`src/rtl/mult_pkg.sv`:
```
// rtl/mult_pkg.sv - shared width and saturation helpers for pipelined_mult_stream
package mult_pkg;

  localparam int LIMIT_WIDTH = 128;
  typedef logic signed [LIMIT_WIDTH-1:0] limit_t;

  function automatic int seg_width(input int b_width, input int segments);
    return b_width / segments;
  endfunction

  function automatic int prod_width(input int a_width, input int b_width);
    return a_width + b_width;
  endfunction

  function automatic limit_t sat_hi(input int width);
    limit_t one;
    one = LIMIT_WIDTH'(1);
    return (one <<< (width - 1)) - one;
  endfunction

  function automatic limit_t sat_lo(input int width);
    limit_t one;
    one = LIMIT_WIDTH'(1);
    return -(one <<< (width - 1));
  endfunction

  // Half-LSB bias so the later arithmetic shift rounds half toward +inf.
  function automatic limit_t round_bias(input int shift);
    limit_t one;
    one = LIMIT_WIDTH'(1);
    if (shift <= 0) return '0;
    return one <<< (shift - 1);
  endfunction

endpackage

```
`src/rtl/mult_pipe_stage.sv`:
```
// rtl/mult_pipe_stage.sv - valid/hold register slice used for every multiplier stage
module mult_pipe_stage #(
  parameter int DATA_WIDTH = 8
) (
  input  logic                  clk,
  input  logic                  rst_n,
  input  logic                  up_valid,
  input  logic [DATA_WIDTH-1:0] up_data,
  input  logic                  down_advance,
  output logic                  advance,
  output logic                  valid,
  output logic [DATA_WIDTH-1:0] data
);

  // An empty stage is always free, so bubbles never stall upstream.
  assign advance = !valid || down_advance;

  always_ff @(posedge clk or negedge rst_n) begin
    if (!rst_n) begin
      valid <= 1'b0;
      data  <= '0;
    end else if (advance) begin
      valid <= up_valid;
      if (up_valid) data <= up_data;
    end
  end

endmodule

```
`src/rtl/pipelined_mult_stream.sv`:
```
// rtl/pipelined_mult_stream.sv - 3-stage segmented multiplier with backpressure, tag passthrough and round/saturate
module pipelined_mult_stream
  import mult_pkg::*;
#(
  parameter int A_WIDTH    = 18,
  parameter int B_WIDTH    = 18,
  parameter int SEGMENTS   = 2,
  parameter int B_SIGNED   = 1,
  parameter int OUT_SHIFT  = 0,
  parameter int OUT_WIDTH  = 36,
  parameter int USER_WIDTH = 8
) (
  input  logic                  i_clk,
  input  logic                  i_reset_n,
  input  logic                  i_valid,
  output logic                  o_ready,
  input  logic [A_WIDTH-1:0]    i_A,
  input  logic [B_WIDTH-1:0]    i_B,
  input  logic [USER_WIDTH-1:0] i_user,
  output logic                  o_valid,
  input  logic                  i_ready,
  output logic [OUT_WIDTH-1:0]  o_out,
  output logic [USER_WIDTH-1:0] o_user,
  output logic                  o_sat
);

  localparam int S   = seg_width(B_WIDTH, SEGMENTS);
  localparam int P   = prod_width(A_WIDTH, B_WIDTH);
  localparam int PX  = P + 1;
  localparam int PPW = A_WIDTH + S + 1;
  localparam int CW  = (PX > OUT_WIDTH) ? PX : OUT_WIDTH;
  localparam int D1W = SEGMENTS * PPW + USER_WIDTH;
  localparam int D2W = P + USER_WIDTH;
  localparam int D3W = OUT_WIDTH + 1 + USER_WIDTH;

  localparam limit_t HI_FULL   = sat_hi(OUT_WIDTH);
  localparam limit_t LO_FULL   = sat_lo(OUT_WIDTH);
  localparam limit_t BIAS_FULL = round_bias(OUT_SHIFT);
  localparam logic signed [CW-1:0]        SAT_HI = HI_FULL[CW-1:0];
  localparam logic signed [CW-1:0]        SAT_LO = LO_FULL[CW-1:0];
  localparam logic signed [OUT_WIDTH-1:0] OUT_HI = HI_FULL[OUT_WIDTH-1:0];
  localparam logic signed [OUT_WIDTH-1:0] OUT_LO = LO_FULL[OUT_WIDTH-1:0];
  localparam logic signed [P:0]           RND    = BIAS_FULL[P:0];

  if (B_WIDTH % SEGMENTS != 0 || OUT_SHIFT >= P) begin : g_bad_cfg
    $error("pipelined_mult_stream: B_WIDTH must divide by SEGMENTS and OUT_SHIFT must be below A_WIDTH+B_WIDTH");
  end

  logic           adv1, adv2, adv3;
  logic           v1, v2, v3;
  logic [D1W-1:0] s1_data;
  logic [D2W-1:0] s2_data;
  logic [D3W-1:0] s3_data;

  // Stage 1: one partial product per B slice; only the top slice may carry sign.
  logic [SEGMENTS*PPW-1:0] pp_flat;
  for (genvar k = 0; k < SEGMENTS; k++) begin : g_pp
    logic signed [S:0] slice;
    if (k == SEGMENTS - 1 && B_SIGNED != 0) begin : g_signed
      assign slice = {i_B[k*S+S-1], i_B[k*S +: S]};
    end else begin : g_unsigned
      assign slice = {1'b0, i_B[k*S +: S]};
    end
    assign pp_flat[k*PPW +: PPW] = PPW'($signed(i_A)) * PPW'(slice);
  end

  mult_pipe_stage #(.DATA_WIDTH(D1W)) u_stage1 (
    .clk(i_clk), .rst_n(i_reset_n), .up_valid(i_valid), .up_data({i_user, pp_flat}),
    .down_advance(adv2), .advance(adv1), .valid(v1), .data(s1_data)
  );

  // Stage 2: the weighted sum is exact modulo 2^P because the true product fits in P bits.
  logic signed [P-1:0] sum;
  always_comb begin
    sum = '0;
    for (int k = 0; k < SEGMENTS; k++)
      sum = sum + (P'($signed(s1_data[k*PPW +: PPW])) <<< (k * S));
  end

  mult_pipe_stage #(.DATA_WIDTH(D2W)) u_stage2 (
    .clk(i_clk), .rst_n(i_reset_n), .up_valid(v1), .up_data({s1_data[D1W-1 -: USER_WIDTH], sum}),
    .down_advance(adv3), .advance(adv2), .valid(v2), .data(s2_data)
  );

  logic signed [P-1:0]         s2_sum;
  logic signed [P:0]           rounded;
  logic signed [CW-1:0]        rnd_wide;
  logic signed [OUT_WIDTH-1:0] res;
  logic                        sat;

  assign s2_sum   = s2_data[P-1:0];
  assign rounded  = (PX'(s2_sum) + RND) >>> OUT_SHIFT;
  assign rnd_wide = CW'(rounded);

  always_comb begin
    sat = 1'b1;
    res = OUT_HI;
    if (rnd_wide > SAT_HI) begin
      res = OUT_HI;
    end else if (rnd_wide < SAT_LO) begin
      res = OUT_LO;
    end else begin
      sat = 1'b0;
      res = rnd_wide[OUT_WIDTH-1:0];
    end
  end

  mult_pipe_stage #(.DATA_WIDTH(D3W)) u_stage3 (
    .clk(i_clk), .rst_n(i_reset_n), .up_valid(v2), .up_data({s2_data[D2W-1 -: USER_WIDTH], sat, res}),
    .down_advance(i_ready), .advance(adv3), .valid(v3), .data(s3_data)
  );

  assign o_ready = adv1;
  assign o_valid = v3;
  assign o_out   = s3_data[OUT_WIDTH-1:0];
  assign o_sat   = s3_data[OUT_WIDTH];
  assign o_user  = s3_data[D3W-1 -: USER_WIDTH];

endmodule

```
`config.mk`:
```
export PLATFORM = sky130hd
export DESIGN_NAME = pipelined_mult_stream
export DESIGN_NICKNAME = d
export VERILOG_FILES = /design/src/rtl/mult_pkg.sv /design/src/rtl/mult_pipe_stage.sv /design/src/rtl/pipelined_mult_stream.sv
export SDC_FILE = /design/constraint.sdc
export NUM_CORES = 1
export LEC_CHECK = 0
export CORE_MARGIN = 2
export CORE_UTILIZATION = 45
export CTS_CLUSTER_DIAMETER = 30
export DETAILED_ROUTE_END_ITERATION = 8
export SETUP_SLACK_MARGIN = 0.1
export SYNTH_ARGS = -nofsm -noshare
export SYNTH_HDL_FRONTEND = slang
export SYNTH_SLANG_ARGS = --single-unit
```
`constraint.sdc`:
```
create_clock -name i_clk -period 7 [get_ports i_clk]
set_clock_uncertainty 0.05 [all_clocks]
set_input_delay 1.4 -clock i_clk [delete_from_list [all_inputs] [get_ports i_clk]]
set_output_delay 1.4 -clock i_clk [all_outputs]
set_load 0.005 [all_outputs]
```
==> flow_summary.ini <==
[status]
status = completed

[routing]
drt_iter0_drc = 566
vias = 13100
wl_per_cell_um = 15.9
drc_errors = 0
finalWirelength_um = 41600
firstDrtPassIters = 4
drt-vias-per-instance = 5.01
antenna_left = 0

[final_layout]
layout_commonest_cell = inv_1
final_cells = 2613
drive_above_1_share_pct = 13.4
fillers = 3659
n_antenna_cell = 0
design_area_um2 = 21400
final_nets = 2538
mostFrequentLayoutCells = inv_1 (282), nand2_1 (273), fa_1 (270)
syn_to_final_growth_pct = 18.2

[clocking]
cts_num_sinks = 155
path_clk_slew_ps = 60
numCtsBuffers = 17
hold_buffers = 0
cts_buffer_depth = 2
htreeDepth = 4
cts_tree = yes
clock_latency_ps = 430
root_buffer = clkbuf_16

[yosys]
synth_seq_area_share_pct = 21.4
ys_types = 58
yosys_register_bits = 155
syn_area_per_cell_um2 = 9.64
synth_edf_count = 0
ys.warnings.count = 0
syn_inst = 1878
yosys_most_used_dff = dfrtp_1
synthArstFlopShare_pct = 100
synth_area_um2 = 18100
syn-num-nets = 2339

[setup_path]
r2r-start = u_stage1.data[14]$_DFFE_PN0P_
setup.worst_path.end_class = flip-flop
rrSetupSlack_ps = 3810
crit_path_max_fanout = 8
cp-endpoint = u_stage1.data[27]$_DFFE_PN0P_
criticalPathCategory = in -> reg
startpoint = i_B[1]
reg2reg_to = u_stage2.data[34]$_DFFE_PN0P_
cp.required_ps = 7320
cp.arrival_ps = 7080
r2r.worst_path.cells = 10
start_kind = primary input

[timing]
period_share_pct = 96.6
slew-limit-headroom_pct = 40.2
setup_viol = 0
fin_crit_ps = 6760
tightestPinTransition_ps = 896
hold_violations = 0
whs_ps = 415
drv_slew = 0
rsz0062_at_grt = yes
max_freq_mhz = 148

[die]
die_area_um2 = 41900
ios = 95
die_x_um = 205
die_y_um = 205
coreArea_um2 = 39700
row_count = 73
start_util_pct = 45.6

[global_route]
grt_max_degree = 86
grt_pass1_vias = 14300
track_usage_pct = 21.1
gr-total-overflow = 0
grt_first_pass_wirelength_um = 71000
antenna_found_initial = 0

[run]
maxCapViolCount = 0

[place]
place_area_um2 = 20800
dp_cells = 2582
place_hpwl_um = 34300
portBuffers = 94
gp_congestion = 0.938

[power]
finalPower_mw = 10.2
p_leak_nw = 10.8
powerDensity_nw_per_um2 = 475
ir_drop_uv = 250

[min_path]
min_path_type = reg -> reg
[power by group]
part           internal (mW)  total, mW  switching (mW)  leakage [nW]
Sequential              1.31       1.53           0.226          1.89
Combinational           3.75       7.69            3.94          8.60
Clock                  0.568      0.941           0.374         0.275
Total                   5.62       10.2            4.54          10.8
[cell type report]
type,count,area (µm²),area share [%]
timing repair buffer,254,2270,10.6
clock buffer,20,447,2.09
tap,525,657,3.07
multi-input combinational,1367,13000,60.5
inverter,282,1060,4.94
clock inverter,10,143,0.666
sequential,155,3880,18.1
[per-stage QoR]
stage	util, %	setup WS [ps]	TNS [ps]
final	53.9	240	0
after global routing	53.9	36.6	0
after CTS	53.7	153	0
after detailed placement	52.3	-306	-2150
after global placement	52.3	-236	-1430
after floorplan	-	123	0
[timing repair]
item,4_1_cts,5_1_grt
endpoints found under the hold margin,0,0
buffers inserted,0,1
endpoints found under the setup margin,0,12
gates resized for setup,0,14
[cells by family (layout without fill, tap and decap cells)]
family | count (synthesis) | count (layout) | share of synthesized area, %
and+or+nand+nor | 572 | 572 | 15.3
xor gates and xnor gates | 67 | 67 | 3.24
AOI/OAI and AO/OA | 250 | 250 | 8.94
muxes | 65 | 65 | 4.03
buffers and inverters | 356 | 566 | 7.38
adders and majority gates | 413 | 413 | 39.7
DFF | 155 | 155 | 21.4
[worst max-delay path, stage by stage]
cell and delay (ps):
clkdlybuf4s50_1 470, buf_6 130, buf_4 130, nand2_1 70, fa_1 540, inv_1 50
fa_1 490, fa_1 520, fa_1 490, inv_1 50, fa_1 470, inv_1 40
ha_1 290, and3_4 190, a221oi_2 310, o31ai_2 130, a21oi_2 190, nor4_1 80
nor4_1 330, buf_4 190, nor3_1 50, or3_1 370, nand3_1 80
[Yosys cell counts, types with 16 or more instances]
master	number	area, µm²
a21o_1	30	225
a21oi_1	51	255
and2_1	171	1070
clkbuf_1	68	255
dfrtp_1	155	3880
fa_1	270	5410
ha_1	143	1790
inv_1	282	1060
mux2_2	64	721
nand2_1	276	1040
nand2b_1	16	100
nand3_1	20	100
nor2_1	39	146
o21ai_0	84	420
xnor2_1	45	394
xor2_1	22	193
[per-layer routing]
layer / vias to the layer above / global-route usage, % / wire length (µm)
li1: 6341 / - / -
met1: 6494 / 28.9 / 19900
met2: 209 / 35.4 / 19700
met3: 53 / 2.99 / 1310
met4: 0 / 5.31 / 743
met5: - / 0 / 0
[worst min-delay path by stage]
stage	slack, ps	endpoint	startpoint	cells past startpoint
finish	420	u_stage1.data[0]$_DFFE_PN0P_	u_stage1.data[0]$_DFFE_PN0P_	2
global route	440	u_stage1.data[32]$_DFFE_PN0P_	u_stage1.data[32]$_DFFE_PN0P_	2
CTS	420	u_stage1.data[0]$_DFFE_PN0P_	u_stage1.data[0]$_DFFE_PN0P_	2
detailed placement	400	u_stage1.data[0]$_DFFE_PN0P_	u_stage1.data[0]$_DFFE_PN0P_	2
global placement	400	u_stage1.data[0]$_DFFE_PN0P_	u_stage1.data[0]$_DFFE_PN0P_	2
floorplan	380	u_stage1.data[0]$_DFFE_PN0P_	u_stage1.data[0]$_DFFE_PN0P_	2
[registers in the layout, indices dropped and copies added, names as in the netlist]
| signal | flops |
|---|---|
| u_stage1.data | 63 |
| u_stage3.data | 45 |
| u_stage1.valid | 1 |
| u_stage2.data | 44 |
| u_stage2.valid | 1 |
| u_stage3.valid | 1 |
Note: power is estimated with default switching activity, not from simulation.
